`src/rtl/ab_input_conditioner.sv`:
```
// rtl/ab_input_conditioner.sv - two-channel synchroniser and debouncer with edge and both-high pulses
module ab_input_conditioner #(
  parameter int SYNC_STAGES = 2,
  parameter int DB_CYCLES   = 4,
  localparam int CNT_W      = (DB_CYCLES > 1) ? $clog2(DB_CYCLES) : 1
) (
  input  logic clk,
  input  logic rst,
  input  logic a_raw,
  input  logic b_raw,
  output logic a_out,
  output logic b_out,
  output logic a_rise,
  output logic a_fall,
  output logic b_rise,
  output logic b_fall,
  output logic both_rise
);

  typedef enum logic {
    ST_STABLE = 1'b0,
    ST_CHECK  = 1'b1
  } db_state_e;

  logic [1:0] raw;
  logic [1:0] lvl_q;
  logic [1:0] lvl_d;
  logic [1:0] rise_q;
  logic [1:0] fall_q;
  logic       both_rise_q;
  logic       both_rise_d;

  assign raw = {b_raw, a_raw};

  // Channel 0 is A, channel 1 is B; they share nothing but the both_rise detector.
  for (genvar ch = 0; ch < 2; ch++) begin : g_ch
    logic [SYNC_STAGES-1:0] sync_q;
    logic [SYNC_STAGES-1:0] sync_d;
    db_state_e              state_q;
    db_state_e              state_d;
    logic [CNT_W-1:0]       cnt_q;
    logic [CNT_W-1:0]       cnt_d;
    logic                   out_q;
    logic                   out_d;
    logic                   rise_d;
    logic                   fall_d;
    logic                   rise_r;
    logic                   fall_r;
    logic                   s_x;

    assign s_x = sync_q[SYNC_STAGES-1];

    always_comb begin
      sync_d = {sync_q[SYNC_STAGES-2:0], raw[ch]};
    end

    always_comb begin
      state_d = state_q;
      cnt_d   = cnt_q;
      out_d   = out_q;
      case (state_q)
        ST_STABLE: begin
          cnt_d = '0;
          if (s_x != out_q) begin
            if (DB_CYCLES == 1) begin
              out_d = s_x;
            end else begin
              cnt_d   = CNT_W'(1);
              state_d = ST_CHECK;
            end
          end
        end
        ST_CHECK: begin
          if (s_x == out_q) begin
            cnt_d   = '0;
            state_d = ST_STABLE;
          end else if (cnt_q == CNT_W'(DB_CYCLES - 1)) begin
            out_d   = s_x;
            cnt_d   = '0;
            state_d = ST_STABLE;
          end else begin
            cnt_d = cnt_q + CNT_W'(1);
          end
        end
        default: begin
          cnt_d   = '0;
          state_d = ST_STABLE;
        end
      endcase
    end

    // Pulses are computed from the next level so they land on the same edge as the level change.
    always_comb begin
      rise_d = out_d & ~out_q;
      fall_d = ~out_d & out_q;
    end

    always_ff @(posedge clk or posedge rst) begin
      if (rst) begin
        sync_q  <= '0;
        state_q <= ST_STABLE;
        cnt_q   <= '0;
        out_q   <= 1'b0;
        rise_r  <= 1'b0;
        fall_r  <= 1'b0;
      end else begin
        sync_q  <= sync_d;
        state_q <= state_d;
        cnt_q   <= cnt_d;
        out_q   <= out_d;
        rise_r  <= rise_d;
        fall_r  <= fall_d;
      end
    end

    assign lvl_q[ch]  = out_q;
    assign lvl_d[ch]  = out_d;
    assign rise_q[ch] = rise_r;
    assign fall_q[ch] = fall_r;
  end

  always_comb begin
    both_rise_d = (lvl_d[0] & lvl_d[1]) & ~(lvl_q[0] & lvl_q[1]);
  end

  always_ff @(posedge clk or posedge rst) begin
    if (rst) begin
      both_rise_q <= 1'b0;
    end else begin
      both_rise_q <= both_rise_d;
    end
  end

  assign a_out     = lvl_q[0];
  assign b_out     = lvl_q[1];
  assign a_rise    = rise_q[0];
  assign a_fall    = fall_q[0];
  assign b_rise    = rise_q[1];
  assign b_fall    = fall_q[1];
  assign both_rise = both_rise_q;

endmodule

```
`config.mk`:
```
export PLATFORM = sky130hd
export DESIGN_NAME = ab_input_conditioner
export DESIGN_NICKNAME = d
export VERILOG_FILES = /design/src/rtl/ab_input_conditioner.sv
export SDC_FILE = /design/constraint.sdc
export NUM_CORES = 1
export LEC_CHECK = 0
export CAP_MARGIN = 15
export CELL_PAD_IN_SITES_DETAIL_PLACEMENT = 0
export CELL_PAD_IN_SITES_GLOBAL_PLACEMENT = 1
export CORE_UTILIZATION = 35
export DETAILED_ROUTE_END_ITERATION = 16
export GPL_TIMING_DRIVEN = 0
export PLACE_DENSITY_LB_ADDON = 0.08
export SLEW_MARGIN = 20
export SYNTH_ARGS = -nofsm -noshare
export SYNTH_HDL_FRONTEND = slang
export SYNTH_SLANG_ARGS = --single-unit
```
`constraint.sdc`:
```
create_clock -name clk -period 2.2 [get_ports clk]
set_input_delay 0.33 -clock clk [delete_from_list [all_inputs] [get_ports clk]]
set_output_delay 0.33 -clock clk [all_outputs]
set_load 0.03 [all_outputs]
```
==> out/results.ini, run 1 <==
[sta]
skew_ns=0.002304
rsz0062_at_grt=no
maxSlewViolCount=0
setup_viol=0
fin_crit_sh_pct=80.32
worst_pin_slew_ns=0.6061
max_freq_mhz=565.9
fin_crit_ns=1.767
fin_setup_tns_ns=0
relSlewSlack_pct=59.55
hold_violations=0

[power_and_ir_drop]
power.total_w=0.0008723
p_per_area_nw_per_um2=1115
power.leakage_nw=0.3685
vdd_drop_max_mv=0.5881

[synth]
synth_top_cell_by_area=dfrtp_1
syn_area_per_cell_um2=14.22
ys.flop_type=dfrtp_1
synth_top_area_share_pct=68.00
synth_area_um2=625.6
synth.area.top_cells=dfrtp_1 (68%), ha_1 (6.0%), a21boi_2 (3.6%), and4b_1 (3.2%), and3_1 (2.0%)
synth_cell_type_count=20
yosysSeqAreaShare_pct=68.00
synth_common_cells=dfrtp_1 (17), ha_1 (3), nor2_1 (3)
yosys_warnings=0
synth_fp_nets=51
synth.most_common_cell=dfrtp_1
syn_inst=44
synth_edf_count=0
ys_seq_elements=17
synthArstFlopShare_pct=100.0

[setup_path]
worst_path_max_delay_cell=clkdlybuf4s50_1
crit_family=buffers and inverters
max_stage_delay_ns=0.70
regToRegSetupSlack_ns=0.95
start_kind=flip-flop
cp.depth=1
crit_chain=clkdlybuf4s50_1
critPathArrivalTime_ns=1.44
rr_worst_depth=3
crit_type=flip-flop to primary output
crit_buf_inv=1
endpoint_kind=primary output
reg2reg_to=a_out
required_ns=1.87
worst-path-max-fanout=6
r2r_start=g_ch[0].cnt_q[0]

[global_routing]
grt_max_degree=18
grt_pass1_vias=395
track_usage_pct=11.82
grt_pass1_wl_mm=1.600
antenna_found_initial=0
grt-ovfl-total=0

[route]
drt_iter0_markers=10
wl_um=949
route.detailed.drc=0
vias=378
wl_per_cell_um=11.57
viasPerCell=4.610
detail-route-antenna-nets=0
firstDrtPassIters=3

[die]
die_area_um2=1960
coreArea_um2=1594
rows=14
fp.dieH_um=44.28
start_util_pct=39.25
ioPinCount=11
die_w_um=44.28

[place]
gp_congestion=0.6679
numPortBuffers=10

[layout]
drive_gt1_share_pct=10.34
register_area_um2=425.4
n_antenna_cell=0
fill_cells=145
fin_util_pct=49.06
synthToLayoutAreaGrowth_pct=25.00
finish.net_count=66
top_regs=g_ch.cnt_q x4, g_ch.sync_q x4, g_ch.state_q x2
multi_input_area_um2=196.4

[hold_path]
min_to=g_ch[0].sync_q[1]
hold_depth=0
min-delay-start=g_ch[0].sync_q[0]
hold_class=flip-flop to flip-flop

[cts]
postCtsSetupBuffers=0
clkSinkCount=17
clkTransAtPathRegs_ns=0.09
cts_buffer_depth=2
htree_levels=1
clk_latency_ns=0.28
cts_buffers=3
cts_hold_buffers=0
cts_resized=0
cts_root_buffer=clkbuf_4
cts_tree=yes

[flow_run]
cap_violations=0

[status]
outcome=complete, no violations

[area by class of cell]
class / instances / area share, %
clock buffers: 4 / 3.360
well taps: 24 / 3.840
multi-input cells: 26 / 25.12
inverters: 1 / 0.4800
repair buffers: 10 / 12.80
flip-flops and latches: 17 / 54.40
[power by group]
group          switching, W  internal (W)  leakage (nW)
sequential        0.0000806      0.000389         0.217
combinational      0.000122      0.000120         0.137
clock             0.0000904     0.0000703        0.0150
total              0.000293      0.000579         0.369
[layer usage]
metal	vias to the layer above	wire, um	GRT usage, %
met5	-	0	0
met4	0	0	9.091
met3	0	41	2.449
met2	10	463	18.24
met1	187	444	14.44
li1	181	-	-
[placed cells by master (no fill, tap or decap), drive strengths merged, types with 2 or more instances in the layout]
cell type | synthesis | routed
o21ai | 2 | 2
clkdlybuf4s50 | 0 | 10
nor2 | 3 | 3
clkbuf | 0 | 4
and3 | 2 | 2
dfrtp | 17 | 17
nand2 | 2 | 2
ha | 3 | 3
and4b | 2 | 2
a21boi | 3 | 3
[cells by family (layout without fill, tap and decap cells)]
family                   after synthesis  count (layout)  synth area share [%]
buffers and inverters                  1              15                0.5994
flip-flops                            17              17                 68.00
AND/OR/NAND/NOR                       12              12                 11.20
multiplexers                           1               1                 1.800
XOR/XNOR                               2               2                 2.801
AO/OA/AOI/OAI                          8               8                 9.599
adder cells (fa/ha/maj)                3               3                 6.001
[stage by stage]
step | hold slack, ns | setup slack (ns) | cells | cell area [um^2]
2_1_floorplan | 0.2561 | 1.025 | 44 | 625.6
3_3_place_gp | 0.3327 | 0.7575 | 78 | 755.7
3_5_place_dp | 0.3418 | 0.7464 | 78 | 755.7
4_1_cts | 0.3633 | 0.4179 | 82 | 782.0
5_1_grt | 0.3702 | 0.3734 | 82 | 782.0
6_report | 0.3618 | 0.4329 | 82 | 782.0
[worst max-delay path by stage]
stage / from / endpoint / slack (ns)
global placement: a_out / a_out / 0.76
floorplan: g_ch[0].cnt_q[0] / a_out / 1.03
CTS: a_out / a_out / 0.42
global route: a_out / a_out / 0.37
detailed placement: a_out / a_out / 0.75
finish: a_out / a_out / 0.43
[worst reg2reg max path: cells and delay by family, from the launching register on]
| kind | cells | cell delay [ns] |
|---|---|---|
| AND/OR/NAND/NOR | 2 | 0.49 |
| flip-flops | 1 | 0.39 |
| adder cells (fa/ha/maj) | 1 | 0.27 |
Note: power is estimated with default switching activity, not from simulation.
==> run 2, diff against run 1 <==
clock period = 1.5 ns   (was 2.2 ns; I/O delays follow)
==> out/results.ini, run 2 (synthesis results as in run 1) <==
[power_and_ir_drop]
power_frac_clock_pct=18.7
power.leakage_nw=0.3985
sequentialPowerShare_pct=54.6
p_sw_share_pct=34.13
p_comb_share_pct=26.7
power.total_w=0.001258
p_int_w=0.0008289
p_per_area_nw_per_um2=1628
vdd_drop_max_mv=0.8590
p_sw_w=0.0004296

[sta]
worst_pin_slew_ns=0.6057
fin_crit_ns=1.390
fin_setup_tns_ns=0
maxSlewViolCount=0
max_freq_mhz=719.4
rsz0062_at_grt=no
skew_ns=0.002621
whs_ns=0.3010
setup_viol=0
fin_crit_sh_pct=92.67
relSlewSlack_pct=59.57
hold_violations=0

[cts]
clk_latency_ns=0.28
clkTransAtPathRegs_ns=0.09
clkSinkCount=17
cts_buffers=3
cts_buffer_depth=2
cts_tree=yes
cts_root_buffer=clkbuf_4
htree_levels=1
cts_hold_buffers=0

[global_routing]
grt_max_degree=18
grt_pass1_wl_mm=1.628
grt_pass1_vias=398
track_usage_pct=11.99
antenna_found_initial=0
grt-ovfl-total=0

[layout]
mostFrequentLayoutCell=dfrtp_1
synthToLayoutAreaGrowth_pct=23.60
finish.net_count=66
fill_cells=148
fin_util_pct=48.51
n_antenna_cell=0
drive_gt1_share_pct=10.34
top_regs=g_ch.cnt_q x4, g_ch.sync_q x4, g_ch.state_q x2
layout_common_cells=dfrtp_1 (17), dlygate4sd2_1 (7)

[setup_path]
start_kind=flip-flop
max_stage_delay_ns=0.46
crit_chain=dlygate4sd2_1
regToRegSetupSlack_ns=0.25
worst_path_max_delay_cell=dfrtp_1
crit_buf_inv=1
critPathArrivalTime_ns=1.17
worst-path-max-fanout=6
required_ns=1.27
endpoint_kind=primary output
crit_type=flip-flop to primary output
crit_family=flip-flops

[die]
ioPinCount=11
coreArea_um2=1594
die_w_um=44.28
start_util_pct=39.25
rows=14
die_area_um2=1960
fp.dieH_um=44.28

[route]
firstDrtPassIters=2
detail-route-antenna-nets=0
wl_per_cell_um=11.57
wl_um=949
route.detailed.drc=0
drt_iter0_markers=9
vias=379
viasPerCell=4.622

[place]
gp_congestion=0.6679
numPortBuffers=10

[status]
outcome=complete, no violations

[flow_run]
cap_violations=0

[hold_path]
hold_class=input pin to async pin

[run 2: cell types whose count changed in the layout (fill, tap and decap cells not counted), sizes merged]
cell / delta
clkdlybuf4s50: -7
dlygate4sd2: +7
[run 2: through the flow]
step,worst slack [ns],std cells,instance area [um^2]
after floorplan,0.3250,44,625.6
after global placement,0.1625,78,755.7
after detailed placement,0.1514,78,755.7
after CTS,0.1058,82,773.2
after global routing,0.05757,82,773.2
final,0.1100,82,773.2
[run 2: per-layer routing]
| layer | vias up | share of wire [%] | global-route usage (%) |
|---|---|---|---|
| met5 | - | 0 | 0 |
| met4 | 0 | 0 | 9.091 |
| met3 | 0 | 4.5 | 2.449 |
| met2 | 10 | 48 | 18.82 |
| met1 | 188 | 47 | 14.44 |
| li1 | 181 | - | - |
[run 2: final timing paths]
path,depth (start not counted),endpoint,startpoint
max,1,a_out,a_out
min,2,g_ch[0].sync_q[1],rst
max reg2reg,3,a_out,g_ch[0].cnt_q[0]
min reg2reg,0,g_ch[0].sync_q[1],g_ch[0].sync_q[0]
max in group asynchronous,2,b_rise,rst
min in group clk,0,g_ch[0].sync_q[1],g_ch[0].sync_q[0]
[run 2: cell type report]
type / instances / area [um^2] / area share, %
Sequential cell: 17 / 425.4 / 55.02
Multi-Input combinational cell: 26 / 196.4 / 25.40
Timing Repair Buffer: 10 / 91.34 / 11.81
Tap cell: 24 / 30.03 / 3.883
Clock buffer: 4 / 26.28 / 3.398
Inverter: 1 / 3.754 / 0.4854
[run 2: power groups by stage]
stage                     Combinational [W]  Clock, W  Sequential, W
after CTS                          0.000341  0.000250       0.000686
after global placement             0.000333         0       0.000682
after global routing               0.000378  0.000267       0.000709
after detailed placement           0.000359         0       0.000697
after floorplan                    0.000189         0       0.000728
final                              0.000336  0.000236       0.000687
[run 2: repair_timing]
action	CTS	global route
hold endpoints to repair	0	0
setup buffers	0	0
gates resized for setup	7	0
setup endpoints to repair	7	0
[run 2: worst register-to-register path: stages, from the launching register on]
cell and delay [ns]:
dfrtp_1 0.39, ha_1 0.27, and3_1 0.20, or2_2 0.29
==> run 3, diff against run 2 <==
CTS_BUF_LIST = sky130_fd_sc_hd__clkbuf_4 sky130_fd_sc_hd__clkbuf_8 sky130_fd_sc_hd__clkbuf_16   (was default)
TNS_END_PERCENT = 100   (was default)
==> out/results.ini, run 3 (synthesis results as in run 1) <==
[status]
outcome=complete, no violations

[setup_path]
crit_chain=dlygate4sd2_1
startpoint=a_out
crit_family=flip-flops
critPathArrivalTime_ns=1.17
crit_buf_inv=1
required_ns=1.27
worst-path-max-fanout=6
r2r_start=g_ch[0].cnt_q[0]
worst_path_max_delay_cell=dfrtp_1
start_kind=flip-flop
crit_type=flip-flop to primary output
cp.depth=1
endpoint_kind=primary output
rr_worst_depth=3
max_stage_delay_ns=0.46

[die]
fp.dieH_um=44.28
die_area_um2=1960
rows=14
ioPinCount=11
start_util_pct=39.25
coreArea_um2=1594
die_w_um=44.28

[cts]
cts_buffer_depth=2
clk_latency_ns=0.28
cts_buffers=3
clkTransAtPathRegs_ns=0.09
clkSinkCount=17
cts_root_buffer=clkbuf_4
htree_levels=1
cts_tree=yes
postCtsSetupBuffers=0

[layout]
synthToLayoutAreaGrowth_pct=24.20
mostFrequentLayoutCell=dfrtp_1
final_cells=82
finish.net_count=66
multi_input_area_um2=196.4
fin_util_pct=48.74
layout_common_cells=dfrtp_1 (17), dlygate4sd2_1 (7), clkbuf_4 (4)
register_area_um2=425.4
n_antenna_cell=0
fill_cells=147
top_regs=g_ch.cnt_q x4, g_ch.sync_q x4, g_ch.state_q x2
drive_gt1_share_pct=12.07

[sta]
skew_ns=0.003239
maxSlewViolCount=0
setup_viol=0
fin_crit_sh_pct=92.73
rsz0062_at_grt=no
max_freq_mhz=718.9
fin_crit_ns=1.391
fin_setup_tns_ns=0
worst_pin_slew_ns=0.6055
relSlewSlack_pct=59.59
hold_violations=0

[route]
vias=380
route.detailed.drc=0
firstDrtPassIters=2
drt_iter0_markers=9
viasPerCell=4.634
detail-route-antenna-nets=0
wl_per_cell_um=11.59
wl_um=950

[power_and_ir_drop]
p_int_w=0.0008470
power_frac_clock_pct=19.9
p_sw_share_pct=33.68
p_per_area_nw_per_um2=1644
p_sw_w=0.0004302
sequentialPowerShare_pct=53.8
power.leakage_nw=0.4020
p_comb_share_pct=26.3
vdd_drop_max_mv=0.9386

[place]
gp_congestion=0.6679
dp.cells=78
numPortBuffers=10

[global_routing]
antenna_found_initial=0
grt_max_degree=18
grt-ovfl-total=0
grt_pass1_vias=398
grt_pass1_wl_mm=1.628
track_usage_pct=11.99

[hold_path]
hold_class=input pin to async pin

[flow_run]
cap_violations=0

-- run 3: cell counts in the layout (fill, tap and decap cells not counted) --
No cell type changed its count.
-- run 3: final cells by class --
type                            count  area share, %
Inverter                            1         0.4831
Clock buffer                        4          3.865
Multi-Input combinational cell     26          25.28
Timing Repair Buffer               10          11.76
Tap cell                           24          3.865
Sequential cell                    17          54.75
-- run 3: what timing repair did --
action                                  4_1_cts  5_1_grt
endpoints found under the setup margin        7        0
hold buffers                                  0        0
endpoints found under the hold margin         0        0
gates resized for setup                       7        0
-- run 3: metrics by stage --
stage | worst slack (ns) | hold slack [ns] | total power (W) | instance area [um^2]
after global placement | 0.1625 | 0.3327 | 0.001015 | 755.7
after detailed placement | 0.1514 | 0.3418 | 0.001056 | 755.7
after CTS | 0.1062 | 0.3188 | 0.001295 | 777.0
after floorplan | 0.3250 | 0.1511 | 0.0009166 | 625.6
after global routing | 0.05689 | 0.3518 | 0.001372 | 777.0
final | 0.1090 | 0.2999 | 0.001277 | 777.0
-- run 3: path summary, 6_finish.rpt --
path | endpoint | slack, ns
max in group asynchronous | b_rise | 0.81
min | g_ch[0].sync_q[1] | 0.30
min in group clk | g_ch[0].sync_q[1] | 0.36
max reg2reg | a_out | 0.25
max | a_out | 0.11
min reg2reg | g_ch[0].sync_q[1] | 0.36
-- run 3: layer usage --
metal	GRT usage (%)	wire, um
met2	18.82	459
met5	0	0
met3	2.449	43
met1	14.44	447
met4	9.091	0
-- run 3: power groups by stage --
stage | clock network [W] | logic [W] | registers [W]
final | 0.000254 | 0.000336 | 0.000687
after global routing | 0.000285 | 0.000378 | 0.000709
after CTS | 0.000268 | 0.000341 | 0.000686
after detailed placement | 0 | 0.000359 | 0.000697
after global placement | 0 | 0.000333 | 0.000682
after floorplan | 0 | 0.000189 | 0.000728
